### src/rtl/jzjpcc_fetch_queue_pkg.sv
// ============================================================================
// Module      : jzjpcc_pkg
// Description : Shared constants and types for the jzjpcc fetch stage.
// Revision    : 1.0 - initial release
// ============================================================================
`default_nettype none

package jzjpcc_pkg;

    // addi x0, x0, 0 - presented to decode whenever no real instruction exists
    localparam logic [31:0] NOP_INSTRUCTION      = 32'h00000013;

    // Byte address of the first fetch after reset
    localparam logic [31:0] RESET_VECTOR_DEFAULT = 32'h00000000;

    // One buffered fetch result: the instruction word and its byte PC
    typedef struct packed {
        logic [31:0] instruction;
        logic [31:0] pc;
    } fetch_entry_t;

endpackage

`default_nettype wire

### src/rtl/jzjpcc_fetch_queue_if.sv
// ============================================================================
// Module      : jzjpcc_fetch_queue_if
// Description : Instruction-memory and decode-side signals of the fetch stage.
//               master = fetch stage, slave = memory/decode environment.
// Revision    : 1.0 - initial release
// ============================================================================
`default_nettype none

interface jzjpcc_fetch_queue_if;

    // Instruction memory port
    logic [29:0] instructionAddress;
    logic        instructionRequest;
    logic [31:0] instructionData;

    // Decode / execute side
    logic        stall_decode;
    logic        redirect;
    logic [31:0] redirectAddress;
    logic [31:0] instruction_decode;
    logic [31:0] pc_decode;
    logic        valid_decode;

    modport master (
        output instructionAddress,
        output instructionRequest,
        input  instructionData,
        input  stall_decode,
        input  redirect,
        input  redirectAddress,
        output instruction_decode,
        output pc_decode,
        output valid_decode
    );

    modport slave (
        input  instructionAddress,
        input  instructionRequest,
        output instructionData,
        output stall_decode,
        output redirect,
        output redirectAddress,
        input  instruction_decode,
        input  pc_decode,
        input  valid_decode
    );

endinterface

`default_nettype wire

### src/rtl/jzjpcc_fetch_fifo.sv
// ============================================================================
// Module      : jzjpcc_fetch_fifo
// Description : Two-entry FIFO of fetch entries. entry0 is always the head;
//               a dequeue shifts entry1 down.
// Revision    : 1.0 - initial release
// ============================================================================
`default_nettype none

module jzjpcc_fetch_fifo
    import jzjpcc_pkg::*;
(
    input  wire logic         clock,
    input  wire logic         reset_n,
    input  wire logic         enq,
    input  wire fetch_entry_t enq_entry,
    input  wire logic         deq,
    input  wire logic         flush,
    output logic [1:0]        count,
    output fetch_entry_t      head
);

    fetch_entry_t entry0;
    fetch_entry_t entry1;
    logic [1:0]   count_q;
    logic         enq_ok;
    logic         deq_ok;

    // A dequeue needs something to remove; an enqueue needs a free slot,
    // which a same-cycle dequeue provides
    assign deq_ok = deq & (count_q != 2'd0);
    assign enq_ok = enq & ((count_q != 2'd2) | deq_ok);

    // Storage and occupancy update; flush empties without touching data
    always_ff @(posedge clock) begin
        if (!reset_n) begin
            count_q <= 2'd0;
            entry0  <= '0;
            entry1  <= '0;
        end else if (flush) begin
            count_q <= 2'd0;
        end else begin
            case ({enq_ok, deq_ok})
                2'b10: begin
                    if (count_q == 2'd0) begin
                        entry0 <= enq_entry;
                    end else begin
                        entry1 <= enq_entry;
                    end
                    count_q <= count_q + 2'd1;
                end
                2'b01: begin
                    entry0  <= entry1;
                    count_q <= count_q - 2'd1;
                end
                2'b11: begin
                    if (count_q == 2'd1) begin
                        entry0 <= enq_entry;
                    end else begin
                        entry0 <= entry1;
                        entry1 <= enq_entry;
                    end
                end
                default: begin
                end
            endcase
        end
    end

    assign count = count_q;
    assign head  = entry0;

endmodule

`default_nettype wire

### src/rtl/jzjpcc_fetch_queue.sv
// ============================================================================
// Module      : jzjpcc_fetch_queue
// Description : Fetch stage: program counter, request issue with credit-based
//               flow control against a 2-entry queue, redirect flush, and NOP
//               substitution toward decode when the queue is empty.
// Revision    : 1.0 - initial release
// ============================================================================
`default_nettype none

module jzjpcc_fetch_queue
    import jzjpcc_pkg::*;
#(
    parameter logic [31:0] RESET_VECTOR = RESET_VECTOR_DEFAULT
) (
    input  wire logic            clock,
    input  wire logic            reset_n,
    jzjpcc_fetch_queue_if.master bus
);

    logic [29:0]  pc_fetch;
    logic         inflight;
    logic [31:0]  inflight_pc;
    logic         drop;

    logic [1:0]   count;
    fetch_entry_t head;
    fetch_entry_t new_entry;
    logic         valid;
    logic         deq;
    logic         enq;
    logic         request;
    logic [2:0]   credit;
    logic         unused_redirect_bits;

    // Low address bits are word-alignment only and are discarded
    assign unused_redirect_bits = &{1'b0, bus.redirectAddress[1:0]};

    assign valid = (count != 2'd0);
    assign deq   = valid & ~bus.stall_decode & ~bus.redirect;

    // Occupancy once everything outstanding has landed; a request is only
    // issued when its response is guaranteed a slot
    assign credit  = {1'b0, count} + {2'b00, inflight} - {2'b00, deq};
    assign request = reset_n & ~bus.redirect & (credit < 3'd2);

    // The response in the redirect cycle belongs to the old stream
    assign enq = inflight & ~drop & ~bus.redirect;

    assign new_entry.instruction = bus.instructionData;
    assign new_entry.pc          = inflight_pc;

    // PC and in-flight tracking; redirect overrides normal advance
    always_ff @(posedge clock) begin
        if (!reset_n) begin
            pc_fetch    <= RESET_VECTOR[31:2];
            inflight    <= 1'b0;
            inflight_pc <= 32'd0;
            drop        <= 1'b0;
        end else if (bus.redirect) begin
            pc_fetch    <= bus.redirectAddress[31:2];
            inflight    <= 1'b0;
            drop        <= 1'b0;
        end else begin
            inflight <= request;
            if (request) begin
                pc_fetch    <= pc_fetch + 30'd1;
                inflight_pc <= {pc_fetch, 2'b00};
            end
        end
    end

    jzjpcc_fetch_fifo u_fifo (
        .clock     (clock),
        .reset_n   (reset_n),
        .enq       (enq),
        .enq_entry (new_entry),
        .deq       (deq),
        .flush     (bus.redirect),
        .count     (count),
        .head      (head)
    );

    assign bus.instructionAddress = pc_fetch;
    assign bus.instructionRequest = request;
    assign bus.valid_decode       = valid;
    assign bus.instruction_decode = valid ? head.instruction : NOP_INSTRUCTION;
    assign bus.pc_decode          = valid ? head.pc : 32'd0;

endmodule

`default_nettype wire
### src/flat_wrapper.sv
// flat-port wrapper written by rule: the top's interface ports become plain ports
module jzjpcc_fetch_queue_flat import jzjpcc_pkg::*;
#(
    parameter logic [31:0] RESET_VECTOR = RESET_VECTOR_DEFAULT
)
  (clock, reset_n, bus_instructionAddress, bus_instructionRequest, bus_instructionData, bus_stall_decode, bus_redirect, bus_redirectAddress, bus_instruction_decode, bus_pc_decode, bus_valid_decode);
  jzjpcc_fetch_queue_if bus_i ();
  input  wire logic clock;
  input  wire logic reset_n;
  output wire logic [$bits(bus_i.instructionAddress)-1:0] bus_instructionAddress;
  output wire logic [$bits(bus_i.instructionRequest)-1:0] bus_instructionRequest;
  input wire logic [$bits(bus_i.instructionData)-1:0] bus_instructionData;
  input wire logic [$bits(bus_i.stall_decode)-1:0] bus_stall_decode;
  input wire logic [$bits(bus_i.redirect)-1:0] bus_redirect;
  input wire logic [$bits(bus_i.redirectAddress)-1:0] bus_redirectAddress;
  output wire logic [$bits(bus_i.instruction_decode)-1:0] bus_instruction_decode;
  output wire logic [$bits(bus_i.pc_decode)-1:0] bus_pc_decode;
  output wire logic [$bits(bus_i.valid_decode)-1:0] bus_valid_decode;
  assign bus_instructionAddress = bus_i.instructionAddress;
  assign bus_instructionRequest = bus_i.instructionRequest;
  assign bus_i.instructionData = bus_instructionData;
  assign bus_i.stall_decode = bus_stall_decode;
  assign bus_i.redirect = bus_redirect;
  assign bus_i.redirectAddress = bus_redirectAddress;
  assign bus_instruction_decode = bus_i.instruction_decode;
  assign bus_pc_decode = bus_i.pc_decode;
  assign bus_valid_decode = bus_i.valid_decode;
  jzjpcc_fetch_queue #(.RESET_VECTOR(RESET_VECTOR)) u_core (.clock(clock), .reset_n(reset_n), .bus(bus_i));
endmodule
### config.mk
export PLATFORM = sky130hd
export DESIGN_NAME = jzjpcc_fetch_queue_flat
export DESIGN_NICKNAME = d
export VERILOG_FILES = /design/src/rtl/jzjpcc_fetch_queue_pkg.sv /design/src/rtl/jzjpcc_fetch_queue_if.sv /design/src/rtl/jzjpcc_fetch_fifo.sv /design/src/rtl/jzjpcc_fetch_queue.sv /design/src/flat_wrapper.sv
export SDC_FILE = /design/constraint.sdc
export NUM_CORES = 1
export LEC_CHECK = 0
export ABC_CLOCK_PERIOD_IN_PS = 6370
export BUFFER_PORTS_ARGS = -buffer_cell sky130_fd_sc_hd__buf_4
export CAP_MARGIN = 5
export CORE_UTILIZATION = 45
export DETAILED_ROUTE_END_ITERATION = 8
export PLACE_DENSITY = 0.71
export REMOVE_ABC_BUFFERS = 1
export SYNTH_ARGS = -nofsm -noshare
export SYNTH_HDL_FRONTEND = slang
export SYNTH_SLANG_ARGS = --single-unit
export TNS_END_PERCENT = 50
### constraint.sdc
create_clock -name clock -period 6.37 [get_ports clock]
set_input_delay 1.274 -clock clock [delete_from_list [all_inputs] [get_ports clock]]
set_output_delay 1.274 -clock clock [all_outputs]
set_load 0.02 [all_outputs]
* Yosys cells after proc, flatten, opt, wreduce, memory -nomap -nowiden *
Cells that the tools add are included.

cells by class
  add/subtract/negate cells = 5
  $lt $le $gt $ge = 1
  eq/ne operators = 8
  multiplexer cells = 11
  bitwise gates (word level) = 11
  reductions and logical operators = 10

operator list
  cell                     number
  $mux W64                 4
  $pmux W64 S3             1
  $pmux W64 S2             1
  $mux W32                 2
  $mux W30                 2
  $add A30 B1 Y30 const B  1
  $ne A2 B2 Y1 const B     4
  $reduce_bool A2 Y1       4
  $and A1 B1 Y1            7
  $eq A2 B1 Y1 const B     2
  $eq A2 B2 Y1 const B     2
  $pmux W2 S2              1
  $reduce_and A4 Y1        1
  $add A2 B1 Y3            1
  $lt A3 B2 Y1 const B     1
  $not A1 Y1               3
  $reduce_and A3 Y1        1
  $reduce_bool A3 Y1       1
  $sub A3 B1 Y3            1
  $add A2 B1 Y2 const B    1
  $logic_not A2 Y1         1
  $reduce_and A2 Y1        1
  $reduce_or A2 Y1         1
  $sub A2 B1 Y2 const B    1
  $or A1 B1 Y1             1

word-level totals
  register bits = 191
  input bits = 68
  output and inout port bits = 96

* Depth between registers and ports, before layout *
  depth in word-level cells = 9
  mapped depth = 15
  depth with buffers taken out = 12

* By module *
A second synthesis with hierarchy kept.

unflattened totals
  cells, all modules = 1108
  area total of the unflattened synthesis = 8996.1 µm²

by module, submodules not included
  module              times used  cells an instance  area an instance (µm²)  seq. area each (µm²)
  jzjpcc_fetch_fifo   1           659                5564.1                  2602.5
  jzjpcc_fetch_queue  1           449                3432.0                  1221.2

* Worst setup path after synthesis *
OpenSTA, ideal clock, no wires.

  path kind = in2out
  start point = input port bus_redirect
  end point = output port bus_instructionRequest
  arrival time = 4.055 ns
  path slack = 1.041 ns
  stages = 13
  path buffers = 6
  cell sequence = clkbuf_1 clkbuf_1 clkbuf_1 nor2_1 ha_1 nand2b_1 fa_1 and3b_1 buf_1 nand2_1 clkinv_1 buf_6 buf_2

on the way
  word-level cells in the longest chain between the ends = 5

RTL lines
  item                    line                      RTL
  start, declared         flat_wrapper.sv:14        input wire logic [$bits(bus_i.redirect)-1:0] bus_redirect;
  $not A1 Y1 (no line) *  n/a
  $and A1 B1 Y1           jzjpcc_fetch_queue.sv:39  assign deq = valid & ~bus.stall_decode & ~bus.redirect;
  $sub A3 B1 Y3           jzjpcc_fetch_queue.sv:43  assign credit = {1'b0, count} + {2'b00, inflight} - {2'b00, deq};
  $lt A3 B2 Y1            jzjpcc_fetch_queue.sv:44  assign request = reset_n & ~bus.redirect & (credit < 3'd2);
  $and A1 B1 Y1 *         jzjpcc_fetch_queue.sv:44
  end, declared           flat_wrapper.sv:11        output wire logic [$bits(bus_i.instructionRequest)-1:0] bus_instructionRequest;

Mark *: on every way between the ends. The rest lies on a longest branch, timed or not.

* Worst setup path after layout *
Same ends and word-level chain as after synthesis.

==> metrics.cfg <==
[run_status]
run_status=complete, no violations

[worst_setup_path]
r2r_cells=11
crit_path_start_kind=input port
critPathMostFrequentCell=buf_4
critPathSlowestCell=fa_1
critPathCaptureType=output port
arrival_ns=3.47
cp_cell_sequence=buf_4 > nor2_1 > ha_1 > nand2b_1 > fa_1 > and3b_1 > nand2_2 > clkinv_1 > buf_4
critPathMaxFanout=50
path_class=input port to output port
slowest_delay_ns=0.52
cp.required_ns=5.10

[global_routing]
grt_overflow=0
antenna_found_initial=0
grt_pass1_wl_mm=34.7
grt_pass1_vias=6716
grt_max_degree=111
globalRouteTotalUtil_pct=22.3

[clock_tree]
cts.sinks=187
cts_buffer_depth=2
post_cts_buffers=0
cts_hold_buf=0
post_cts_resized=0
cts_tree=built
clock-root-buffer=clkbuf_16
numCtsBuffers=17
clock_latency_ns=0.43
htreeDepth=4
clkTransAtPathRegs_ns=0.06

[route]
wire_per_inst_um=15.7
ant_nets=0
top_layer_used=met4
vias=7525
routed-wl-met2_mm=10.2
drc=0
via_per_inst=5.47
drtIter0Drc=492
dr.pass1.iters=5
drt-met1-wl_mm=9.76
wl_met3_mm=1.20
detail_route.wirelength_mm=21.5

[placement]
place_inst=1343
io_buffer_count=159
globalplace.congestion=0.785
dp_hpwl_mm=13.3

[floorplan]
core_um2=18200
num_rows=49
start_util_pct=46.6
io_pins=164
chipWidth_um=139
dieArea_um2=19400
die_y_um=139

[synth]
synthFlopType=dfxtp_1
synth_edf_count=0
yosysUniqueCellTypes=61
yosysWarnings=0
syn-cell-area_um2=8490
syn_area_per_cell_um2=8.20
synthCells=1035
synth-seq-cells=187
yosysSeqAreaShare_pct=44.1
async_flop_share_pct=0

[sta]
slew_viol_final=0
worst_slew_pin_slew_ns=1.32
fin_worst_skew_ns=0.00860
fmax_ghz=0.211
hold_viol=0
min_period_ns=4.75
finalSetupViolCount=0
finalSetupTns_ns=0
finalCritPeriodShare_pct=74.5
max_slew_margin_pct=12.0
rsz0062_at_grt=no

[power]
ir_drop_mv=0.193
power_leakage_nw=3.57
power_density_nw_per_um2=265

[cells_and_area]
antenna_cells=0
fill_cells=1684
layout.cells.non_filler=1375
syn_to_final_growth_pct=21.7
drive_gt1_share_pct=19.2
nets=1207

[min_path]
hold_class=register to register
holdPathStages=2

[flow_run]
cap_violations=0

-- final cells by class --
cell class | count | area (µm²) | share of cell area, %
multi-input cells | 747 | 4360 | 42.2
inverters | 14 | 57.6 | 0.557
clock inverters | 13 | 170 | 1.65
clock buffers | 19 | 443 | 4.29
well taps | 229 | 287 | 2.77
repair buffers | 166 | 1270 | 12.3
flip-flops and latches | 187 | 3740 | 36.2
-- cells in the final DEF (no fill, tap or decap), types with 5 or more instances in the layout --
cell type  count
nand2_1      211
a211oi_1      66
inv_1         12
buf_4        164
o21ai_0       19
and2_1         7
a21oi_1      101
nor2_1        79
mux2i_1       63
nor3_1         9
or2_2          6
nor2b_1       62
dfxtp_1      187
clkbuf_16     17
clkinv_4       6
o211ai_1       5
a31oi_1       14
or4_1          8
a221o_1        6
nand4_1       10
nand3_1       10
-- sequential cells by signal (all words and copies together), names as in the netlist --
signal,count
u_core.u_fifo.head,62
u_core.u_fifo.entry1,62
u_core.inflight,1
u_core.u_fifo.count,2
u_core.bus.instructionAddress,30
u_core.inflight_pc,30
-- worst max-delay path: cells and delay by family --
family	cells	cell delay (ns)
adders and majority gates	2	0.80
and+or+nand+nor	4	0.70
buffers and inverters	3	0.68
-- where the power goes --
group / switching (mW) / internal (mW)
registers: 0.0499 / 1.23
logic: 0.216 / 0.146
clock network: 0.462 / 0.631
total: 0.729 / 2.01
-- cells in the mapped netlist (2+ instances only) --
| cell | count | area, µm² |
|---|---|---|
| o311a_2 | 3 | 33.8 |
| a22oi_1 | 2 | 15.0 |
| o311ai_0 | 4 | 35.0 |
| a211oi_1 | 67 | 503 |
| o21ai_0 | 19 | 95.1 |
| dfxtp_1 | 187 | 3740 |
| and4_1 | 4 | 35.0 |
| o211ai_1 | 5 | 37.5 |
| nor2b_1 | 62 | 388 |
| clkbuf_2 | 2 | 10.0 |
| clkbuf_1 | 63 | 236 |
| o21a_1 | 2 | 15.0 |
| nor3_1 | 9 | 45.0 |
| a221o_1 | 6 | 60.1 |
| and3_1 | 4 | 25.0 |
| and2_1 | 7 | 43.8 |
| nor2_1 | 79 | 297 |
| inv_1 | 12 | 45.0 |
| nand3b_1 | 3 | 22.5 |
| nand4b_1 | 2 | 17.5 |
| buf_4 | 2 | 15.0 |
| buf_2 | 11 | 55.1 |
| or3_1 | 4 | 25.0 |
| nand2_1 | 212 | 796 |
| buf_1 | 6 | 22.5 |
| nand4_1 | 10 | 62.6 |
| ha_1 | 5 | 62.6 |
| or4_1 | 8 | 60.1 |
| mux2i_1 | 63 | 631 |
| o221ai_1 | 4 | 35.0 |
| o311a_1 | 3 | 30.0 |
| nand3_1 | 11 | 55.1 |
| buf_6 | 4 | 45.0 |
| a31oi_1 | 14 | 87.6 |
| or2_2 | 6 | 37.5 |
| a21oi_1 | 102 | 510 |
| a32oi_1 | 2 | 17.5 |
| a311oi_1 | 2 | 17.5 |
| clkinv_1 | 2 | 7.51 |
-- per-layer routing --
| metal | up-vias | GRT usage [%] |
|---|---|---|
| met5 | - | 0 |
| met4 | 0 | 7.02 |
| met3 | 24 | 3.99 |
| met2 | 235 | 36.5 |
| met1 | 3448 | 29.7 |
| li1 | 3818 | - |
-- final timing paths --
path | from | to | slack, ns
max | bus_redirect | bus_instructionRequest | 1.62
min | u_core.u_fifo.entry1[41] | u_core.u_fifo.entry1[41] | 0.45
max reg2reg | u_core.u_fifo.count[1] | u_core.bus.instructionAddress[15] | 2.60
min reg2reg | u_core.u_fifo.entry1[41] | u_core.u_fifo.entry1[41] | 0.45
-- logic make-up (layout without fill, tap and decap cells) --
family	after synthesis	count (layout)	synth area share, %
and+or+nand+nor	429	429	23.3
adders and majority gates	6	6	0.973
AOI/OAI and AO/OA	243	243	18.5
xor gates and xnor gates	3	3	0.398
DFF	187	187	44.1
muxes	64	64	7.56
other	1	2	0.0442
buffers and inverters	102	212	5.14
-- per-stage QoR --
step	hold WS (ns)	instance area [µm²]	setup slack, ns	utilization (%)	total power [mW]
after floorplan	0.436	8110	-2.96	-	1.53
after global placement	0.441	9710	1.67	53.3	1.66
after detailed placement	0.446	9710	1.65	53.3	1.67
after CTS	0.456	10300	1.65	56.7	2.75
after global routing	0.470	10300	1.44	56.7	2.84
final	0.453	10300	1.62	56.7	2.73
Note: power is estimated with default switching activity, not from simulation.
